[src/rtl/joy_serial_reader.sv]
// joy_serial_reader: scans a 74HC165-style joystick chain on UserIO and
// debounces whole frames before presenting active-high button vectors.
module joy_serial_reader #(
    parameter int PLAYERS  = 2,
    parameter int BITS     = 12,
    parameter int CLK_DIV  = 4,
    parameter int DEBOUNCE = 2
) (
    input  logic                      clk,
    input  logic                      reset_n,
    input  logic                      enable,
    input  logic                      joy_data,
    output logic                      joy_clk,
    output logic                      joy_load,
    output logic [PLAYERS*BITS-1:0]   joystick,
    output logic                      frame_strobe
);

    localparam int N  = PLAYERS * BITS;
    localparam int IW = (N > 1) ? $clog2(N) : 1;
    localparam int DW = (CLK_DIV > 1) ? $clog2(CLK_DIV) : 1;

    localparam logic [DW-1:0] DIV_MAX = DW'(CLK_DIV - 1);
    localparam logic [IW-1:0] IDX_MAX = IW'(N - 1);
    localparam logic [3:0]    DEB     = 4'(DEBOUNCE);

    typedef enum logic [2:0] {
        S_IDLE,
        S_LOAD,
        S_SETTLE,
        S_SAMPLE,
        S_SHIFT,
        S_DONE
    } state_e;

    state_e          state_q, state_d;
    logic [DW-1:0]   div_q, div_d;
    logic [IW-1:0]   idx_q, idx_d;
    logic [N-1:0]    raw_q, raw_d;
    logic [N-1:0]    cand_q, cand_d;
    logic [3:0]      cnt_q, cnt_d;
    logic [N-1:0]    joy_q, joy_d;
    logic            strobe_q, strobe_d;
    logic            jclk_q, jclk_d;
    logic            jload_q, jload_d;
    logic            tick;
    logic [3:0]      cnt_n;

    assign tick = (div_q == DIV_MAX);

    always_comb begin
        state_d  = state_q;
        div_d    = div_q;
        idx_d    = idx_q;
        raw_d    = raw_q;
        cand_d   = cand_q;
        cnt_d    = cnt_q;
        joy_d    = joy_q;
        strobe_d = 1'b0;
        cnt_n    = cnt_q;

        if (state_q != S_IDLE) begin
            div_d = tick ? '0 : div_q + DW'(1);
        end

        unique case (state_q)
            S_IDLE: begin
                div_d = '0;
                if (enable) begin
                    state_d = S_LOAD;
                    idx_d   = '0;
                end
            end
            S_LOAD: begin
                if (tick) state_d = S_SETTLE;
            end
            S_SETTLE: begin
                if (tick) state_d = S_SAMPLE;
            end
            S_SAMPLE: begin
                if (tick) begin
                    raw_d[idx_q] = ~joy_data;
                    state_d      = S_SHIFT;
                end
            end
            S_SHIFT: begin
                if (tick) begin
                    if (idx_q == IDX_MAX) begin
                        state_d = S_DONE;
                    end else begin
                        idx_d   = idx_q + IW'(1);
                        state_d = S_SAMPLE;
                    end
                end
            end
            S_DONE: begin
                if (tick) begin
                    // a frame differing from the candidate restarts the count
                    if (raw_q == cand_q) begin
                        cnt_n = (cnt_q >= DEB) ? DEB : cnt_q + 4'd1;
                    end else begin
                        cnt_n = 4'd1;
                    end
                    cand_d   = raw_q;
                    cnt_d    = cnt_n;
                    strobe_d = 1'b1;
                    if (cnt_n >= DEB) joy_d = raw_q;
                    idx_d = '0;
                    div_d = '0;
                    state_d = enable ? S_LOAD : S_IDLE;
                end
            end
            default: begin
                state_d = S_IDLE;
            end
        endcase

        // pins follow the current state one clock later
        jclk_d  = (state_q == S_SHIFT);
        jload_d = (state_q != S_LOAD);
    end

    always_ff @(posedge clk) begin
        if (!reset_n) begin
            state_q  <= S_IDLE;
            div_q    <= '0;
            idx_q    <= '0;
            raw_q    <= '0;
            cand_q   <= '0;
            cnt_q    <= '0;
            joy_q    <= '0;
            strobe_q <= 1'b0;
            jclk_q   <= 1'b0;
            jload_q  <= 1'b1;
        end else begin
            state_q  <= state_d;
            div_q    <= div_d;
            idx_q    <= idx_d;
            raw_q    <= raw_d;
            cand_q   <= cand_d;
            cnt_q    <= cnt_d;
            joy_q    <= joy_d;
            strobe_q <= strobe_d;
            jclk_q   <= jclk_d;
            jload_q  <= jload_d;
        end
    end

    assign joy_clk      = jclk_q;
    assign joy_load     = jload_q;
    assign joystick     = joy_q;
    assign frame_strobe = strobe_q;

endmodule

[config.mk]
export PLATFORM = sky130hd
export DESIGN_NAME = joy_serial_reader
export DESIGN_NICKNAME = d
export VERILOG_FILES = /design/src/rtl/joy_serial_reader.sv
export SDC_FILE = /design/constraint.sdc
export NUM_CORES = 1
export LEC_CHECK = 0
export ABC_AREA = 1
export ABC_CLOCK_PERIOD_IN_PS = 1900
export BUFFER_PORTS_ARGS = -buffer_cell sky130_fd_sc_hd__buf_4
export CORE_ASPECT_RATIO = 2
export CORE_MARGIN = 8
export CORE_UTILIZATION = 35
export CTS_CLUSTER_SIZE = 40
export DETAILED_ROUTE_END_ITERATION = 10
export PLACE_DENSITY = 0.49
export SYNTH_ARGS = -nofsm -noshare
export SYNTH_HDL_FRONTEND = slang
export SYNTH_SLANG_ARGS = --single-unit
[constraint.sdc]
create_clock -name clk -period 1.9 [get_ports clk]
set_input_delay 0.38 -clock clk [delete_from_list [all_inputs] [get_ports clk]]
set_output_delay 0.38 -clock clk [all_outputs]
set_load 0.02 [all_outputs]
==> impl_metrics.csv, run 1 <==
group,metric,value,unit
power,powerDensity,834,nW/um^2
placement,place_ws,-0.0673,ns
synth,synthesis.nets,637,
final_layout,layout.core_utilization,42.4,%
final_layout,insertedDiodeCount,0,
hold_path,hold_path.class,"in2reg",
synth,synth.yosys.seq_area_share,41.5,%
sta,final.setup_skew,0.00740,ns
outcome,outcome,"finished, final reports clean",
clocking,clock-root-buffer,"sky130_fd_sc_hd__clkbuf_16",
worst_setup_path,cp_cell_sequence,"ha_1 > inv_1 > o31ai_1 > nand2_1 > o21ai_0 > nor3_1",
worst_setup_path,cp_slowest_cell,"sky130_fd_sc_hd__o21ai_0",
worst_setup_path,class_of_the_most_critical_setup_path,"reg2reg",
sta,finalSetupViolations,0,
sta,maxSlewViolCount,0,
placement,standard_cell_area_after_detailed_placement,4740,um^2
synth,yosys_warnings,0,
sta,post-route-min-period,1.79,ns
sta,hold_slack,0.298,ns
floorplanning,initial_core_util,35.6,%
routing,detailroute.via_count,3882,
floorplanning,dieHeight,173,um
clocking,cts_htree_levels,3,
placement,port_buffers,30,
synth,yosysUniqueCellTypes,31,
synth,synth_top_flop_cell,"sky130_fd_sc_hd__dfxtp_1",
final_layout,layout.cells.non_filler,817,
routing,routed_antenna_nets,0,
placement,post-place-cells,802,
floorplanning,die-area,16300,um^2
floorplanning,core_area,12100,um^2
synth,netlist_area,4300,um^2
sta,hold_viol_final,0,
floorplanning,rows,57,
sta,final_critical_path_setup_slack,0.112,ns
worst_setup_path,worst-path-max-fanout,8,
final_layout,layout.filler_cells,1283,
worst_setup_path,critical_path.startpoint_type,"flop",
worst_setup_path,arrival,2.00,ns
grt,grt_first_pass_wirelength,18900,um
placement,finalWeightedCongestion,0.810,
routing,routedWlPerCell,14.0,um
final_layout,layout.nets,677,
sta,clock.fmax,0.559,GHz
routing,drc_errors,0,
worst_setup_path,critical-path-max-stage-delay,0.42,ns
job,max_cap_viol_count,0,
grt,pin_count_of_the_biggest_net_entering_global_routing,26,
clocking,clkTransAtPathRegs,0.06,ns
synth,asr_flop_ratio_synth,0,%
routing,drtPass1Iterations,5,
grt,grt_pass1_vias,3902,
clocking,cts.sink_count,89,
sta,period_share,94.1,%
power,vdd_drop_max,0.000476,V
synth,synth-edff-count,0,
grt,grt_remaining_overflow,0,
power,leakage,2.26,nW
synth,number_of_register_bits_inferred_by_synthesis,89,
placement,dp.final_hpwl,8540,um
floorplanning,io_pins,31,
grt,global_route.usage.total,14.9,%
worst_setup_path,end_kind,"flop",
grt,antenna_found_initial,0,
routing,detail_route.vias_per_cell,4.75,
synth,mean_cell_area_of_the_mapped_netlist,6.86,um^2
clocking,cts_tree,"done",
synth,syn-instance-count,626,
clocking,worstSkewPairLatency,0.34,ns
routing,detail_route.iter0.violations,189,
final_layout,post_route_cells_drive_above_1_share,18.2,%
sta,rsz0062_at_grt,"yes",
final_layout,syn2layout_area_growth,18.8,%
sta,least_margin_pin_slew,0.483,ns
clocking,cts.path.max_buffers,2,
clocking,cts_made_buffers,9,
sta,worst_max_slew_margin_expressed_relative_to_the_limit,67.7,%
worst_setup_path,required,2.11,ns
floorplanning,dieWidth,94.3,um
final_layout,finalInstanceArea,5100,um^2
routing,detail_route.wirelength,11400,um
[logic make-up after synthesis]
group | Yosys count | share of synthesized area (%)
AOI/OAI and AO/OA | 94 | 13.7
xor gates and xnor gates | 3 | 0.612
adders and majority gates | 7 | 2.04
buffers and inverters | 153 | 14.1
DFF | 89 | 41.5
and+or+nand+nor | 280 | 28.0
[final timing paths]
path / slack [ns] / endpoint / depth (start not counted) / from
worst max-delay path: 0.11 / idx_q[4]$_SDFFE_PN0P_ / 6 / div_q[0]$_SDFF_PN0_
worst min-delay path: 0.30 / joy_load$_SDFF_PN1_ / 2 / reset_n
worst max register to register: 0.11 / idx_q[4]$_SDFFE_PN0P_ / 6 / div_q[0]$_SDFF_PN0_
worst min register to register: 0.42 / div_q[0]$_SDFF_PN0_ / 1 / div_q[0]$_SDFF_PN0_
[worst max-delay path: cells and delay by family, from the launching register on]
family	cells	cell delay, ns
and+or+nand+nor	2	0.35
buffers and inverters	1	0.12
adders and majority gates	1	0.22
DFF	1	0.33
AOI/OAI and AO/OA	2	0.64
[metrics by stage]
stage	setup TNS [ns]	power, mW
floorplan	0	2.28
global placement	-0.590	2.39
detailed placement	-0.840	2.40
CTS	0	4.32
global route	-0.0270	4.46
finish	0	4.26
[where the power goes]
group	internal (mW)	leakage (nW)	total [mW]	switching [mW]
combinational	0.119	1.38	0.368	0.249
clock	1.18	0.153	1.90	0.725
sequential	1.92	0.722	1.98	0.0574
total	3.22	2.26	4.26	1.03
[cell usage after synthesis, types with 2 or more instances]
library cell               number  area (um^2)
sky130_fd_sc_hd__nor3b_1        2         15.0
sky130_fd_sc_hd__a21oi_1       27          135
sky130_fd_sc_hd__o21ai_0       22          110
sky130_fd_sc_hd__buf_6          4         45.0
sky130_fd_sc_hd__nor2_2         2         12.5
sky130_fd_sc_hd__clkbuf_1       9         33.8
sky130_fd_sc_hd__nand2_2       20          125
sky130_fd_sc_hd__nand2_1      147          552
sky130_fd_sc_hd__a31oi_1        4         25.0
sky130_fd_sc_hd__inv_1        116          435
sky130_fd_sc_hd__nor3_1         6         30.0
sky130_fd_sc_hd__buf_2          2         10.0
sky130_fd_sc_hd__nor3_2         2         20.0
sky130_fd_sc_hd__buf_1          3         11.3
sky130_fd_sc_hd__dfxtp_1       89         1780
sky130_fd_sc_hd__o22ai_1       24          150
sky130_fd_sc_hd__o31ai_1        2         15.0
sky130_fd_sc_hd__xor2_1         2         17.5
sky130_fd_sc_hd__ha_1           7         87.6
sky130_fd_sc_hd__nand3_1       32          160
sky130_fd_sc_hd__nor2_1        65          244
sky130_fd_sc_hd__nor2_4         3         33.8
sky130_fd_sc_hd__a311oi_1      11         96.3
sky130_fd_sc_hd__inv_2         18         67.6
[registers in the layout, indices dropped and copies added, names as in the netlist]
signal        cells
idx_q             5
cnt_q             4
frame_strobe      1
div_q             2
cand_q           24
joy_clk           1
joystick         24
joy_load          1
raw_q            24
state_q           3
[cell usage in the layout (no fill, tap or decap), drive strengths merged, types with 4 or more instances in the layout]
master	n
a21oi	28
a31oi	4
nor3	8
a311oi	11
nand2	167
nor2	70
ha	7
inv	134
dfxtp	89
clkbuf	12
o22ai	24
o21ai	22
buf	47
nand3	33
[what timing repair did]
item | in CTS | in global routing
buffers inserted | 0 | 0
resized for setup | 3 | 16
endpoints found under the setup margin | 24 | 24
hold buffers | 0 | 0
[area by class of cell]
cell class	instances	area, um^2	area share [%]
multi-input combinational	384	1930	37.9
clock inverter	3	65.1	1.27
tap	147	184	3.60
clock buffer	12	246	4.83
timing repair buffer	47	377	7.38
sequential	89	1790	35.1
inverter	135	507	9.93
[layer usage]
| metal | GRT usage (%) | part of all wire [%] | vias up |
|---|---|---|---|
| li1 | - | - | 2020 |
| met1 | 14.7 | 39 | 1793 |
| met2 | 27.9 | 56 | 49 |
| met3 | 2.99 | 2.8 | 20 |
| met4 | 7.00 | 3.1 | 0 |
| met5 | 0 | 0 | - |
Power figures use the tool's default switching activity.
==> inputs of run 2 (changes only) <==
--- a/config.mk
+++ b/config.mk
@@ -13,7 +13,7 @@
 export CORE_UTILIZATION = 35
 export CTS_CLUSTER_SIZE = 40
 export DETAILED_ROUTE_END_ITERATION = 10
-export PLACE_DENSITY = 0.49
+export PLACE_DENSITY = 0.58
 export SYNTH_ARGS = -nofsm -noshare
 export SYNTH_HDL_FRONTEND = slang
 export SYNTH_SLANG_ARGS = --single-unit
==> run 2 against run 1 <==
Effect of this change: sequential cell count did not move; utilization fell by 0.20 points; final area fell by 0.47%; setup slack improved by 0.018 ns; total power rose by 0.48%; largest cell class unchanged; largest power group unchanged; highest routed layer unchanged.
==> impl_metrics.csv, run 2 (same netlist as run 1, synthesis figures left out) <==
group,metric,value,unit
outcome,outcome,"finished, final reports clean",
final_layout,syn2layout_area_growth,18.3,%
sta,period_share,93.2,%
hold_path,hold_path.class,"in2reg",
clocking,postCtsSetupBuffers,0,
sta,maxSlewViolCount,0,
grt,grt_pass1_vias,3938,
sta,fin_setup_tns,0,ns
routing,routedWlPerCell,13.4,um
routing,detail_route.vias_per_cell,4.73,
power,pwr-share-clk,44.9,%
grt,globalRouteMet2Util,26.3,%
routing,detail_route.iter0.violations,220,
job,max_cap_viol_count,0,
power,switching_fraction_of_total_power,25.2,%
worst_setup_path,arrival,1.99,ns
sta,post-route-min-period,1.77,ns
power,power.total,4.28,mW
power,vdd_drop_max,0.000568,V
sta,clock.fmax,0.565,GHz
floorplanning,dieHeight,173,um
routing,detail_route.wirelength,10900,um
clocking,cts_tree,"done",
final_layout,post_route_cells_drive_above_1_share,17.9,%
floorplanning,io_pins,31,
final_layout,insertedDiodeCount,0,
worst_setup_path,required,2.11,ns
grt,antenna_found_initial,0,
floorplanning,initial_core_util,35.6,%
placement,dp.final_hpwl,8290,um
worst_setup_path,class_of_the_most_critical_setup_path,"reg2reg",
final_layout,layout.cells.non_filler,817,
worst_setup_path,critical_path.startpoint_type,"flop",
sta,finalSetupViolations,0,
grt,global_route.usage.total,14.3,%
sta,hold_viol_final,0,
clocking,clock-root-buffer,"sky130_fd_sc_hd__clkbuf_16",
final_layout,finalInstanceArea,5080,um^2
grt,grt_first_pass_wirelength,18600,um
sta,final.setup_skew,0.00561,ns
worst_setup_path,end_kind,"flop",
worst_setup_path,cp_slowest_cell,"sky130_fd_sc_hd__o21ai_0",
clocking,cts.path.max_buffers,2,
grt,grt.busiest_layer,"met2",
power,combinational_share_of_power,8.7,%
floorplanning,die-area,16300,um^2
clocking,clkTransAtPathRegs,0.07,ns
routing,drc_errors,0,
floorplanning,dieWidth,94.3,um
placement,port_buffers,30,
worst_setup_path,cp_cell_sequence,"ha_1 > inv_1 > o31ai_1 > nand2_2 > o21ai_0 > nor3_1",
grt,grt_remaining_overflow,0,
worst_setup_path,critical-path-max-stage-delay,0.38,ns
power,power.internal,3.20,mW
placement,finalWeightedCongestion,0.830,
floorplanning,core_area,12100,um^2
final_layout,mostFrequentLayoutCell,"sky130_fd_sc_hd__nand2_1",
routing,drtPass1Iterations,4,
floorplanning,rows,57,
power,powerDensity,842,nW/um^2
grt,grt_util_met3,2.73,%
clocking,cts_made_buffers,9,
placement,standard_cell_area_after_detailed_placement,4740,um^2
routing,detailroute.via_count,3865,
power,leakage,2.25,nW
clocking,cts_htree_levels,3,
power,netSwitchingPower,1.08,mW
final_layout,layout_common_cells,"sky130_fd_sc_hd__nand2_1, sky130_fd_sc_hd__inv_1, sky130_fd_sc_hd__dfxtp_1",
routing,routed_antenna_nets,0,
sta,least_margin_pin_slew,0.474,ns
final_layout,layout.nets,676,
sta,worst_max_slew_margin_expressed_relative_to_the_limit,68.2,%
grt,pin_count_of_the_biggest_net_entering_global_routing,29,
power,power.share.sequential,46.4,%
clocking,worstSkewPairLatency,0.34,ns
clocking,cts.sink_count,89,
placement,post-place-cells,801,
sta,rsz0062_at_grt,"no",
worst_setup_path,worst-path-max-fanout,8,
grt,use_met1,13.9,%
[run 2: cell count changes in the layout (fill, tap and decap cells not counted), moves of 2 or more]
cell / previous run / this run
sky130_fd_sc_hd__clkbuf_1: 2 / 0
sky130_fd_sc_hd__clkinv_4: 0 / 2
sky130_fd_sc_hd__nor2_1: 59 / 63
sky130_fd_sc_hd__nor2_2: 7 / 4
[run 2: final timing paths]
path              slack, ns                        to           startpoint  cells after the start
setup / recovery       0.13     idx_q[4]$_SDFFE_PN0P_  div_q[0]$_SDFF_PN0_                      6
hold / removal         0.35  joystick[3]$_SDFFE_PN0P_              reset_n                      3
setup reg to reg       0.13     idx_q[4]$_SDFFE_PN0P_  div_q[0]$_SDFF_PN0_                      6
hold reg to reg        0.44       div_q[0]$_SDFF_PN0_  div_q[0]$_SDFF_PN0_                      1
[run 2: power by group through the flow]
| stage | registers (mW) | clock network, mW | logic (mW) |
|---|---|---|---|
| floorplan | 2.02 | 0 | 0.257 |
| global placement | 2.02 | 0 | 0.354 |
| detailed placement | 2.03 | 0 | 0.371 |
| CTS | 1.98 | 1.96 | 0.372 |
| global route | 2.00 | 2.06 | 0.432 |
| finish | 1.98 | 1.92 | 0.372 |
[run 2: per-layer routing]
metal / up-vias / wire [um]
li1: 2024 / -
met1: 1754 / 4170
met2: 61 / 5970
met3: 26 / 279
met4: 0 / 495
met5: - / 0
[run 2: repair_timing]
item | 4_1_cts | 5_1_grt
gates resized for setup | 0 | 12
hold buffers | 0 | 0
endpoints found under the hold margin | 0 | 0
endpoints found under the setup margin | 0 | 22
[run 2: stage by stage]
step / hold slack, ns / utilization [%] / worst slack [ns]
floorplan: 0.403 / - / 0.311
global placement: 0.412 / 39.3 / 0.0863
detailed placement: 0.426 / 39.3 / 0.0668
CTS: 0.345 / 42.0 / 0.0626
global route: 0.353 / 42.2 / 0.0116
finish: 0.347 / 42.2 / 0.130
[run 2: area by class of cell]
class / instances / area, um^2
inverters: 135 / 507
clock buffers: 9 / 225
multi-input cells: 384 / 1910
clock inverters: 7 / 95.1
flip-flops and latches: 89 / 1790
repair buffers: 46 / 365
fillers: 1258 / 6970
well taps: 147 / 184
[run 2: worst max-delay path: cells and delay by family, from the launching register on]
kind	cells	cell delay, ns
flops	1	0.34
compound gates	2	0.67
buf+inv	1	0.12
fa+ha+maj	1	0.23
simple gates	2	0.29
==> inputs of run 3 (changes only) <==
--- a/config.mk
+++ b/config.mk
@@ -8,12 +8,14 @@
 export ABC_AREA = 1
 export ABC_CLOCK_PERIOD_IN_PS = 1900
 export BUFFER_PORTS_ARGS = -buffer_cell sky130_fd_sc_hd__buf_4
+export CELL_PAD_IN_SITES_DETAIL_PLACEMENT = 0
+export CELL_PAD_IN_SITES_GLOBAL_PLACEMENT = 1
 export CORE_ASPECT_RATIO = 2
 export CORE_MARGIN = 8
 export CORE_UTILIZATION = 35
 export CTS_CLUSTER_SIZE = 40
 export DETAILED_ROUTE_END_ITERATION = 10
-export PLACE_DENSITY = 0.58
+export PLACE_DENSITY = 0.75
 export SYNTH_ARGS = -nofsm -noshare
 export SYNTH_HDL_FRONTEND = slang
 export SYNTH_SLANG_ARGS = --single-unit
==> run 3 against run 2 <==
Effect of this change: utilization increased by 0.64 points; total power decreased by 2.4%; first-iteration DRC count is 29% lower; largest cell class unchanged.
==> impl_metrics.csv, run 3 (same netlist as run 1, synthesis figures left out) <==
group,metric,value,unit
outcome,outcome,"finished, final reports clean",
power,vdd_drop_max,0.000669,V
placement,finalWeightedCongestion,0.814,
routing,detail_route.wirelength,11400,um
floorplanning,dieWidth,94.3,um
routing,detailroute.via_count,3866,
worst_setup_path,r2r_slack,0.11,ns
job,max_cap_viol_count,0,
final_layout,mostFrequentLayoutCell,"sky130_fd_sc_hd__nand2_1",
placement,dp.final_hpwl,8300,um
sta,rsz0062_at_grt,"no",
hold_path,hold_path.class,"in2reg",
final_layout,layout.cells.non_filler,817,
worst_setup_path,worst-path-max-fanout,7,
floorplanning,rows,57,
clocking,clock-root-buffer,"sky130_fd_sc_hd__clkbuf_16",
final_layout,insertedDiodeCount,0,
final_layout,layout_common_cells,"sky130_fd_sc_hd__nand2_1, sky130_fd_sc_hd__inv_1, sky130_fd_sc_hd__dfxtp_1",
worst_setup_path,arrival,2.03,ns
routing,routedWlPerCell,14.0,um
routing,routed_antenna_nets,0,
sta,maxSlewViolCount,0,
grt,pin_count_of_the_biggest_net_entering_global_routing,26,
sta,period_share,94.4,%
floorplanning,initial_core_util,35.6,%
power,leakage,2.28,nW
final_layout,syn2layout_area_growth,20.1,%
placement,post-place-cells,801,
worst_setup_path,end_kind,"flop",
grt,grt_first_pass_wirelength,18400,um
routing,drc_errors,0,
sta,clock.fmax,0.558,GHz
power,power.total,4.17,mW
floorplanning,core_area,12100,um^2
routing,drtPass1Iterations,4,
routing,detail_route.vias_per_cell,4.73,
clocking,cts_tree,"done",
floorplanning,io_pins,31,
sta,post-route-min-period,1.79,ns
worst_setup_path,class_of_the_most_critical_setup_path,"reg2reg",
clocking,cts_htree_levels,3,
worst_setup_path,critical_path.startpoint_type,"flop",
sta,hold_viol_final,0,
clocking,cts.sink_count,89,
final_layout,post_route_cells_drive_above_1_share,21.0,%
clocking,postCtsSetupBuffers,0,
routing,detail_route.iter0.violations,156,
clocking,clkTransAtPathRegs,0.06,ns
worst_setup_path,required,2.14,ns
grt,antenna_found_initial,0,
grt,grt_remaining_overflow,0,
sta,least_margin_pin_slew,0.435,ns
sta,finalSetupViolations,0,
power,powerDensity,809,nW/um^2
sta,fin_setup_tns,0,ns
floorplanning,die-area,16300,um^2
grt,global_route.usage.total,14.6,%
sta,worst_max_slew_margin_expressed_relative_to_the_limit,70.8,%
final_layout,layout.nets,676,
clocking,cts.path.max_buffers,2,
sta,hold_slack,0.354,ns
placement,port_buffers,30,
floorplanning,dieHeight,173,um
sta,final.setup_skew,0.00651,ns
clocking,worstSkewPairLatency,0.34,ns
clocking,cts_made_buffers,9,
grt,grt_pass1_vias,3758,
## run 3: cell types whose count changed in the layout (fill, tap and decap cells not counted), moves of 3 or more
cell and delta:
sky130_fd_sc_hd__nor2_1 -9, sky130_fd_sc_hd__dfxtp_1 -7, sky130_fd_sc_hd__dfxtp_2 +7, sky130_fd_sc_hd__nor2_2 +7, sky130_fd_sc_hd__inv_1 -3, sky130_fd_sc_hd__inv_2 +3
## run 3: layout make-up
class	count	area [um^2]
Fill cell	1261	6890
Clock inverter	5	53.8
Tap cell	147	184
Multi-Input combinational cell	384	1950
Clock buffer	11	253
Inverter	135	507
Timing Repair Buffer	46	408
Sequential cell	89	1800
## run 3: timing repair
item,in CTS,in global routing
gates resized for setup,1,34
hold buffers,0,0
endpoints found under the setup margin,6,18
pin swaps,0,6
cloned,0,1
## run 3: worst max-delay path, stage by stage (launching register included)
cell and delay [ns]:
sky130_fd_sc_hd__dfxtp_1 0.36, sky130_fd_sc_hd__inv_1 0.08, sky130_fd_sc_hd__nand2_1 0.06, sky130_fd_sc_hd__nand2_1 0.06, sky130_fd_sc_hd__nor2_2 0.13, sky130_fd_sc_hd__nand2_1 0.08
sky130_fd_sc_hd__nor2_2 0.13, sky130_fd_sc_hd__nand3_2 0.13, sky130_fd_sc_hd__a21oi_4 0.26, sky130_fd_sc_hd__buf_12 0.16, sky130_fd_sc_hd__nand3_1 0.10, sky130_fd_sc_hd__nand2_1 0.10
sky130_fd_sc_hd__nor2_1 0.04
## run 3: path summary, 6_finish.rpt
path,startpoint,depth (start not counted),end
min,reset_n,3,frame_strobe$_SDFF_PN0_
max,raw_q[19]$_SDFFE_PN0P_,12,joystick[20]$_SDFFE_PN0P_
min reg2reg,div_q[0]$_SDFF_PN0_,1,div_q[0]$_SDFF_PN0_
max reg2reg,raw_q[19]$_SDFFE_PN0P_,12,joystick[20]$_SDFFE_PN0P_
## run 3: power breakdown
| part | leakage, nW | internal, mW | switching, mW | total (mW) |
|---|---|---|---|---|
| logic | 1.40 | 0.121 | 0.246 | 0.367 |
| clock network | 0.155 | 1.09 | 0.737 | 1.82 |
| registers | 0.725 | 1.92 | 0.0573 | 1.98 |
| total | 2.28 | 3.13 | 1.04 | 4.17 |
## run 3: per-stage QoR
| step | setup WS, ns | util [%] | instance area (um^2) |
|---|---|---|---|
| CTS | 0.0483 | 42.1 | 5070 |
| global placement | 0.0337 | 39.5 | 4760 |
| detailed placement | 0.0179 | 39.5 | 4760 |
| global route | 0.000923 | 42.8 | 5160 |
| finish | 0.107 | 42.8 | 5160 |
| floorplan | 0.311 | - | 4300 |
## run 3: routing by layer
layer	GRT usage, %	routed length, um	vias up
met5	0	0	-
met4	9.33	573	0
met3	2.91	359	27
met2	25.6	6100	69
met1	14.9	4380	1743
li1	-	-	2027
